<file path="config.mk">
export PLATFORM = sky130hd
export DESIGN_NAME = pipe_stage_reg
export DESIGN_NICKNAME = d
export VERILOG_FILES = /design/src/rtl/pipe_stage_reg.sv
export SDC_FILE = /design/constraint.sdc
export NUM_CORES = 1
export LEC_CHECK = 0
export ABC_AREA = 1
export BUFFER_PORTS_ARGS = -buffer_cell sky130_fd_sc_hd__buf_2
export CORE_ASPECT_RATIO = 1.1
export CORE_MARGIN = 3
export CORE_UTILIZATION = 54
export CTS_CLUSTER_SIZE = 14
export DETAILED_ROUTE_END_ITERATION = 8
export GPL_ROUTABILITY_DRIVEN = 0
export PLACE_DENSITY = 0.9
export SLEW_MARGIN = 20
export SYNTH_ARGS = -nofsm -noshare
export SYNTH_HDL_FRONTEND = slang
export SYNTH_SLANG_ARGS = --single-unit
</file>
<file path="constraint.sdc">
create_clock -name clk -period 2 [get_ports clk]
set_input_delay 0.2 -clock clk [delete_from_list [all_inputs] [get_ports clk]]
set_output_delay 0.2 -clock clk [all_outputs]
set_load 0.1 [all_outputs]
</file>
<file path="src/rtl/pipe_stage_reg.sv">
// pipe_stage_reg: pipeline stage register with a valid/ready handshake.
// It has a main entry that drives the outputs and a skid entry that absorbs
// one word of backpressure. It also supports synchronous flush, external hold
// and a saturating stall-cycle counter.
module pipe_stage_reg #(
  parameter int DATA_W = 128,
  parameter int CTRL_W = 16,
  parameter int CNT_W  = 16
) (
  input  logic              clk,
  input  logic              rst,
  input  logic              flush,
  input  logic              hold,
  input  logic              in_valid,
  output logic              in_ready,
  input  logic [DATA_W-1:0] in_data,
  input  logic [CTRL_W-1:0] in_ctrl,
  output logic              out_valid,
  input  logic              out_ready,
  output logic [DATA_W-1:0] out_data,
  output logic [CTRL_W-1:0] out_ctrl,
  output logic [1:0]        occupancy,
  output logic [CNT_W-1:0]  stall_cnt
);

  logic              r_main_valid;
  logic [DATA_W-1:0] r_main_data;
  logic [CTRL_W-1:0] r_main_ctrl;
  logic              r_skid_valid;
  logic [DATA_W-1:0] r_skid_data;
  logic [CTRL_W-1:0] r_skid_ctrl;
  logic [CNT_W-1:0]  r_stall_cnt;

  logic w_in_fire;
  logic w_out_fire;
  logic w_main_free;

  // in_ready depends only on stored state, so it has no path from out_ready or hold.
  assign in_ready    = ~r_skid_valid;
  assign w_in_fire   = in_valid & ~r_skid_valid;
  assign w_out_fire  = r_main_valid & out_ready & ~hold;
  assign w_main_free = ~r_main_valid | w_out_fire;

  // Main entry: refill from the skid first, then from the input; otherwise go empty with zeroed payload.
  always_ff @(posedge clk) begin
    if (rst || flush) begin
      r_main_valid <= 1'b0;
      r_main_data  <= '0;
      r_main_ctrl  <= '0;
    end else if (w_main_free) begin
      if (r_skid_valid) begin
        r_main_valid <= 1'b1;
        r_main_data  <= r_skid_data;
        r_main_ctrl  <= r_skid_ctrl;
      end else if (w_in_fire) begin
        r_main_valid <= 1'b1;
        r_main_data  <= in_data;
        r_main_ctrl  <= in_ctrl;
      end else begin
        r_main_valid <= 1'b0;
        r_main_data  <= '0;
        r_main_ctrl  <= '0;
      end
    end
  end

  // Skid entry: captures an accepted word when main is occupied and not draining; empties once main takes it.
  always_ff @(posedge clk) begin
    if (rst || flush) begin
      r_skid_valid <= 1'b0;
      r_skid_data  <= '0;
      r_skid_ctrl  <= '0;
    end else if (r_main_valid && !w_out_fire && w_in_fire) begin
      r_skid_valid <= 1'b1;
      r_skid_data  <= in_data;
      r_skid_ctrl  <= in_ctrl;
    end else if (w_main_free && r_skid_valid) begin
      r_skid_valid <= 1'b0;
      r_skid_data  <= '0;
      r_skid_ctrl  <= '0;
    end
  end

  // Stall counter: counts cycles where a word is presented but does not leave. Flush does not clear it.
  always_ff @(posedge clk) begin
    if (rst) begin
      r_stall_cnt <= '0;
    end else if (r_main_valid && !w_out_fire && !(&r_stall_cnt)) begin
      r_stall_cnt <= r_stall_cnt + 1'b1;
    end
  end

  assign out_valid = r_main_valid;
  assign out_data  = r_main_valid ? r_main_data : '0;
  assign out_ctrl  = r_main_valid ? r_main_ctrl : '0;
  assign occupancy = {1'b0, r_main_valid} + {1'b0, r_skid_valid};
  assign stall_cnt = r_stall_cnt;

endmodule

</file>
==> results of run 1 <==
cells in the mapped netlist, types with 4 or more instances:
cell / instances
buf_1: 12
nor2_1: 142
nor2_2: 4
o21ai_1: 40
nand2_2: 4
buf_2: 69
inv_2: 8
o22ai_1: 48
buf_4: 7
nand4_1: 4
a21oi_1: 153
nand2_1: 451
a31oi_1: 24
dfxtp_1: 306
o21ai_0: 202
clkbuf_1: 61
inv_1: 324
nand3_1: 182
buf_6: 4
sequential cells by signal, indices dropped and copies added, names as in the netlist:
| register | flops |
|---|---|
| out_valid | 1 |
| r_main_data | 128 |
| r_skid_data | 128 |
| r_skid_valid | 1 |
| stall_cnt | 16 |
| r_main_ctrl | 16 |
| r_skid_ctrl | 16 |
repair_timing:
item	CTS	global route
gates resized for setup	1	19
gates cloned	1	2
setup buffers	0	6
endpoints found under the hold margin	62	0
hold buffers	59	0
pin swaps	0	1
setup endpoints to repair	79	112
final cells by class:
class / instances / share of cell area
Inverter: 332 / 0.08515
Clock inverter: 9 / 0.007519
Clock buffer: 46 / 0.04568
Sequential cell: 306 / 0.3076
Multi-Input combinational cell: 1258 / 0.2875
Antenna cell: 6 / 0.0007519
Timing Repair Buffer: 410 / 0.2464
Tap cell: 310 / 0.01942
metal layers:
| metal | share of wire | vias up | global-route usage | routed length [um] |
|---|---|---|---|---|
| met2 | 0.47 | 1232 | 0.5539 | 23840 |
| met4 | 0.082 | 4 | 0.2352 | 4140 |
| met1 | 0.34 | 7195 | 0.4159 | 17080 |
| met3 | 0.11 | 348 | 0.08315 | 5456 |
| li1 | - | 7057 | - | - |
| met5 | 0.00053 | - | 0 | 27 |
worst min-delay path by stage:
stage                        to  slack (ns)  depth (start not counted)
2_1_floorplan  r_skid_data[101]        0.39                          2
5_1_grt        r_skid_data[123]        0.03                          5
3_5_place_dp   r_skid_data[126]        0.45                          2
3_3_place_gp    r_skid_data[98]        0.45                          2
6_report        r_skid_data[38]        0.01                          5
4_1_cts         r_skid_data[57]      0.0002                          3
worst max-delay path, cell delays in order (launching register included):
cell and delay [ns]:
dfxtp_4 0.49, buf_16 0.26, nand2_2 0.10, clkinvlp_4 0.17, buf_12 0.21
kinds of logic after synthesis:
group                    after synthesis
adder cells (fa/ha/maj)                2
flip-flops                           306
AND/OR/NAND/NOR                      788
buffers and inverters                485
AO/OA/AOI/OAI                        468
where the power goes:
part | leakage, uW | switching [uW] | total, uW | internal (uW)
Combinational | 0.00504 | 1050 | 1620 | 569
Clock | 0.000516 | 2450 | 6090 | 3640
Sequential | 0.00248 | 85.2 | 6310 | 6230
metrics by stage:
| stage | power, uW | TNS (ns) | instance area, um2 |
|---|---|---|---|
| final | 14030 | -0.05061 | 19970 |
| after global routing | 14400 | -0.6663 | 19970 |
| after CTS | 13870 | -2.188 | 19790 |
| after detailed placement | 7838 | 0 | 18100 |
| after global placement | 7777 | 0 | 18100 |
| after floorplan | 7331 | 0 | 14240 |
==> flow_summary_export.csv, run 1 <==
group,metric,value,unit
setup_path,regToRegSetupSlack,0,ns
timing,worst_pin_slew,0.6509,ns
yosys,ys.flop_type,"dfxtp_1",
detailed_routing,drtAntennaViolNets,0,
global_routing,grt_pass1_vias,15430,
timing,rsz0062_at_grt,"yes",
setup_path,timing.rr.end,"r_skid_data[112]",
worst_hold_path,hold_path.startpoint,"in_data[38]",
detailed_routing,drtPass1Iterations,7,
timing,skew,0.03270,ns
clock_network,cts_made_buffers,31,
floorplanning,pin_count,314,
setup_path,cp-startpoint,"out_valid",
clock_network,cts.clk_slew.worst_paths,0.07,ns
cells_and_area,fillers,1327,
floorplanning,die-area,27480,um2
yosys,synth-edff-count,0,
timing,timing.final.crit_share,1.009,
yosys,synthMuxAreaShare,0,
floorplanning,start_util,0.5563,
timing,finalSetupViolCount,8,
yosys,synth_fa_ha_area_frac,0.001816,
timing,maxSlewHeadroom,0.5661,
cells_and_area,multi_input_area,5741,um2
cells_and_area,utilization,0.8061,
place,post-dp-hpwl,27.87,mm
yosys,synth_cells,2049,
worst_hold_path,hold_path.class,"input pin to register",
floorplanning,die_w,158.3,um
setup_path,cp-end-kind,"output pin",
floorplanning,core.rowCount,60,
cells_and_area,final_layout_size_suffix_gt1_frac,0.2363,
power,p_leak,0.008040,uW
yosys,syn-num-nets,2201,
detailed_routing,drt_iter0_markers,2049,
place,numPlacedInstances,2548,
cells_and_area,syn_to_final_growth,44.89,%
global_routing,grt_max_degree,139,
yosys,async_flop_share,0,
global_routing,antenna_found_initial,7,
setup_path,crit_fanout,40,
detailed_routing,vias,15840,
timing,final.min_clock_period,2.019,ns
setup_path,r2r_start,"out_valid",
detailed_routing,routed_via_density,5.916,
yosys,synth_top_family_by_area,"simple AND/OR/NAND/NOR gates",
yosys,synthDistinctLibCells,22,
setup_path,crit_path_end,"out_data[86]",
setup_path,arrival,1.82,ns
yosys,synth_area_leader_cell,"dfxtp_1",
setup_path,cp_data_required_time,1.80,ns
detailed_routing,drc,0,
power,max-vdd-ir-drop,0.6806,mV
clock_network,cts_sinks,306,
timing,finalMaxSlewViolations,0,
timing,holdWs,0.01328,ns
clock_network,cts_max_level,1,
cells_and_area,regArea,6142,um2
place,portBuffers,313,
clock_network,clock_path_buffers,3,
status,violations,"negative setup slack",
floorplanning,core-area,24770,um2
status,outcome,"finished with violations",
cells_and_area,final_cell_mix,"446 x nand2_1, 297 x dfxtp_1, 202 x o21ai_0",
floorplanning,dieHeight,173.6,um
yosys,ys_seq_elements,306,
timing,setup_slack,-0.01895,ns
yosys,avgSynthCellArea,6.726,um2
global_routing,grt_pass1_wl,78.74,mm
yosys,synth_top_area_share,0.4445,
yosys,ys_seq_area_frac,0.4445,
cells_and_area,final_common_cell,"nand2_1",
cells_and_area,fin_cells,2677,
setup_path,critPathLaunchType,"register",
yosys,ys_warn_count,0,
yosys,synth_compound_area_frac,0.1768,
timing,max_clock_freq,495.3,MHz
clock_network,worstSkewPairLatency,0.56,ns
detailed_routing,wl_per_cell,18.88,um
clock_network,cts-root-buf,"clkbuf_16",
power,cellPowerDensity,702.4,nW/um2
global_routing,gr-total-overflow,0,
yosys,syn_area,13780,um2
timing,hold_viol_final,0,
setup_path,rr_worst_depth,9,
clock_network,cts_tree,"yes",
global_routing,track_usage,0.3493,
yosys,netlist_top_cells_area,"dfxtp_1 44%, nand2_1 12%, inv_1 8.8%, o21ai_0 7.3%, nand3_1 6.6%",
detailed_routing,drt_wl_total,50.54,mm
place,post-place-ws,0.3114,ns
yosys,synth_simple_gate_area_share,0.2345,
cells_and_area,final_nets,2491,
yosys,synth_xor_xnor_area_share,0,
job,max_cap_viol_count,0,
setup_path,path_class,"register to output pin",
(Power assumes the default switching activity.)
==> inputs of run 2 (changes only) <==
Settings changed: CORE_UTILIZATION 54 to 56, CTS_BUF_LIST from default to sky130_fd_sc_hd__clkbuf_4 sky130_fd_sc_hd__clkbuf_8, PLACE_DENSITY 0.9 to 0.92.
==> run 2 against run 1 <==
The flow finishes with violations (design-rule violations). Total power grew 2.1%. Combinational power grew 4%. Via count grew 4.5%. Clock-buffer cell count grew 27. Final area grew 0.38%. Critical path depth grew 1. Utilization grew 3.2 points.
==> flow_summary_export.csv, run 2 (synthesis gave the netlist of run 1 again) <==
group,metric,value,unit
status,outcome,"finished with violations",
status,violations,"design-rule violations",
global_routing,track_usage,0.3866,
detailed_routing,drtPass1Iterations,9,
cells_and_area,multi_input_area,5729,um2
timing,finalSetupTns,0,ns
place,portBuffers,313,
cells_and_area,top_regs,"r_main_data (128), r_skid_data (128)",
detailed_routing,drtAntennaViolNets,0,
timing,hold_viol_final,0,
global_routing,antenna_found_initial,7,
timing,rsz0062_at_grt,"yes",
setup_path,cp_slowest_cell,"buf_4",
detailed_routing,routed_via_density,6.133,
power,cellPowerDensity,714.1,nW/um2
detailed_routing,drt_iter0_markers,2403,
timing,final.min_clock_period,1.998,ns
floorplanning,die-area,26530,um2
clock_network,cts.clk_slew.worst_paths,0.07,ns
cells_and_area,final_common_cell,"nand2_1",
global_routing,grt_max_degree,137,
floorplanning,die_w,155.6,um
clock_network,clock_path_buffers,3,
cells_and_area,fillers,1158,
cells_and_area,fin_cells,2698,
timing,worst_pin_slew,0.9239,ns
place,numPlacedInstances,2541,
power,total_power,14310,uW
cells_and_area,final_cell_mix,"449 x nand2_1, 297 x dfxtp_1, 201 x o21ai_0",
setup_path,cpMostUsedCell,"buf_4",
cells_and_area,final_layout_size_suffix_gt1_frac,0.2441,
job,max_cap_viol_count,0,
setup_path,critPathTopFamily,"buffers and inverters",
setup_path,critPathLaunchType,"register",
setup_path,crit_fanout,48,
floorplanning,start_util,0.5762,
clock_network,cts_max_level,2,
cells_and_area,regArea,6142,um2
setup_path,cp-end-kind,"register",
setup_path,path_class,"register to register",
detailed_routing,vias,16550,
floorplanning,core-area,23920,um2
cells_and_area,final_nets,2511,
place,post-dp-hpwl,27.90,mm
timing,holdWs,0.0005011,ns
timing,finalSetupViolCount,0,
place,post-place-ws,0.2234,ns
setup_path,cp_data_required_time,2.35,ns
worst_hold_path,hold_path.class,"input pin to register",
detailed_routing,drc,3,
floorplanning,core.rowCount,59,
timing,max_clock_freq,500.4,MHz
floorplanning,pin_count,314,
power,max-vdd-ir-drop,0.9382,mV
clock_network,worstSkewPairLatency,0.57,ns
clock_network,cts_sinks,306,
global_routing,gr-total-overflow,0,
setup_path,critPathMaxStageDelay,0.47,ns
detailed_routing,wl_per_cell,20.84,um
clock_network,cts-root-buf,"clkbuf_8",
detailed_routing,drt_wl_total,56.24,mm
global_routing,grt_pass1_wl,83.63,mm
setup_path,crit_buf_inv,2,
setup_path,arrival,2.35,ns
timing,finalMaxSlewViolations,0,
timing,timing.final.crit_share,0.9991,
floorplanning,dieHeight,170.5,um
clock_network,cts_tree,"yes",
timing,setup_slack,0.001718,ns
cells_and_area,syn_to_final_growth,45.44,%
timing,skew,0.02803,ns
global_routing,grt_pass1_vias,16180,
setup_path,path_cells,"buf_4 > nand2_8 > nand2_1 > buf_4 > o21ai_1",
timing,maxSlewHeadroom,0.3841,
clock_network,cts_made_buffers,47,
power,p_leak,0.008134,uW
-- run 2: worst register-to-register path: stages (launching register included) --
cell,delay (ns)
dfxtp_4,0.40
buf_4,0.28
nand2_8,0.12
nand2_1,0.12
buf_4,0.47
o21ai_1,0.39
-- run 2: path summary, 6_finish.rpt --
path / from / depth (start not counted) / to / slack [ns]
setup reg to reg: out_valid / 5 / r_main_data[36] / 0.002
hold reg to reg: r_skid_data[112] / 2 / r_skid_data[112] / 0.47
hold / removal: in_data[61] / 3 / r_skid_data[61] / 0.0005
setup / recovery: out_valid / 5 / r_main_data[36] / 0.002
-- run 2: through the flow --
step / instance area [um2] / utilization
after CTS: 19910 / 0.8322
after detailed placement: 18070 / 0.7557
after global routing: 20040 / 0.8380
after global placement: 18070 / 0.7557
after floorplan: 14240 / -
final: 20040 / 0.8380
-- run 2: final cells by class --
cell class / instances / share of cell area
tap: 305 / 0.01904
antenna: 1 / 0.0001248
timing repair buffer: 414 / 0.2467
multi-input combinational: 1258 / 0.2858
inverter: 332 / 0.08483
sequential: 306 / 0.3064
clock inverter: 9 / 0.009738
clock buffer: 73 / 0.04732
-- run 2: repair_timing --
item	CTS	global route
endpoints found under the hold margin	69	0
gates resized for setup	4	12
endpoints found under the setup margin	133	54
setup buffers	2	3
gates cloned	0	4
hold buffers	65	0
-- run 2: where the power goes --
group	total, uW	internal, uW	switching, uW
Combinational	1680	569	1110
Clock	6320	3780	2540
Sequential	6310	6230	87.4
-- run 2: routing by layer --
metal  GRT usage  share of wire  vias to the layer above
li1            -              -                     7089
met1      0.4260           0.32                     7472
met2      0.6493           0.47                     1486
met3      0.1019           0.12                      489
met4      0.2710          0.092                       10
met5           0         0.0010                        -
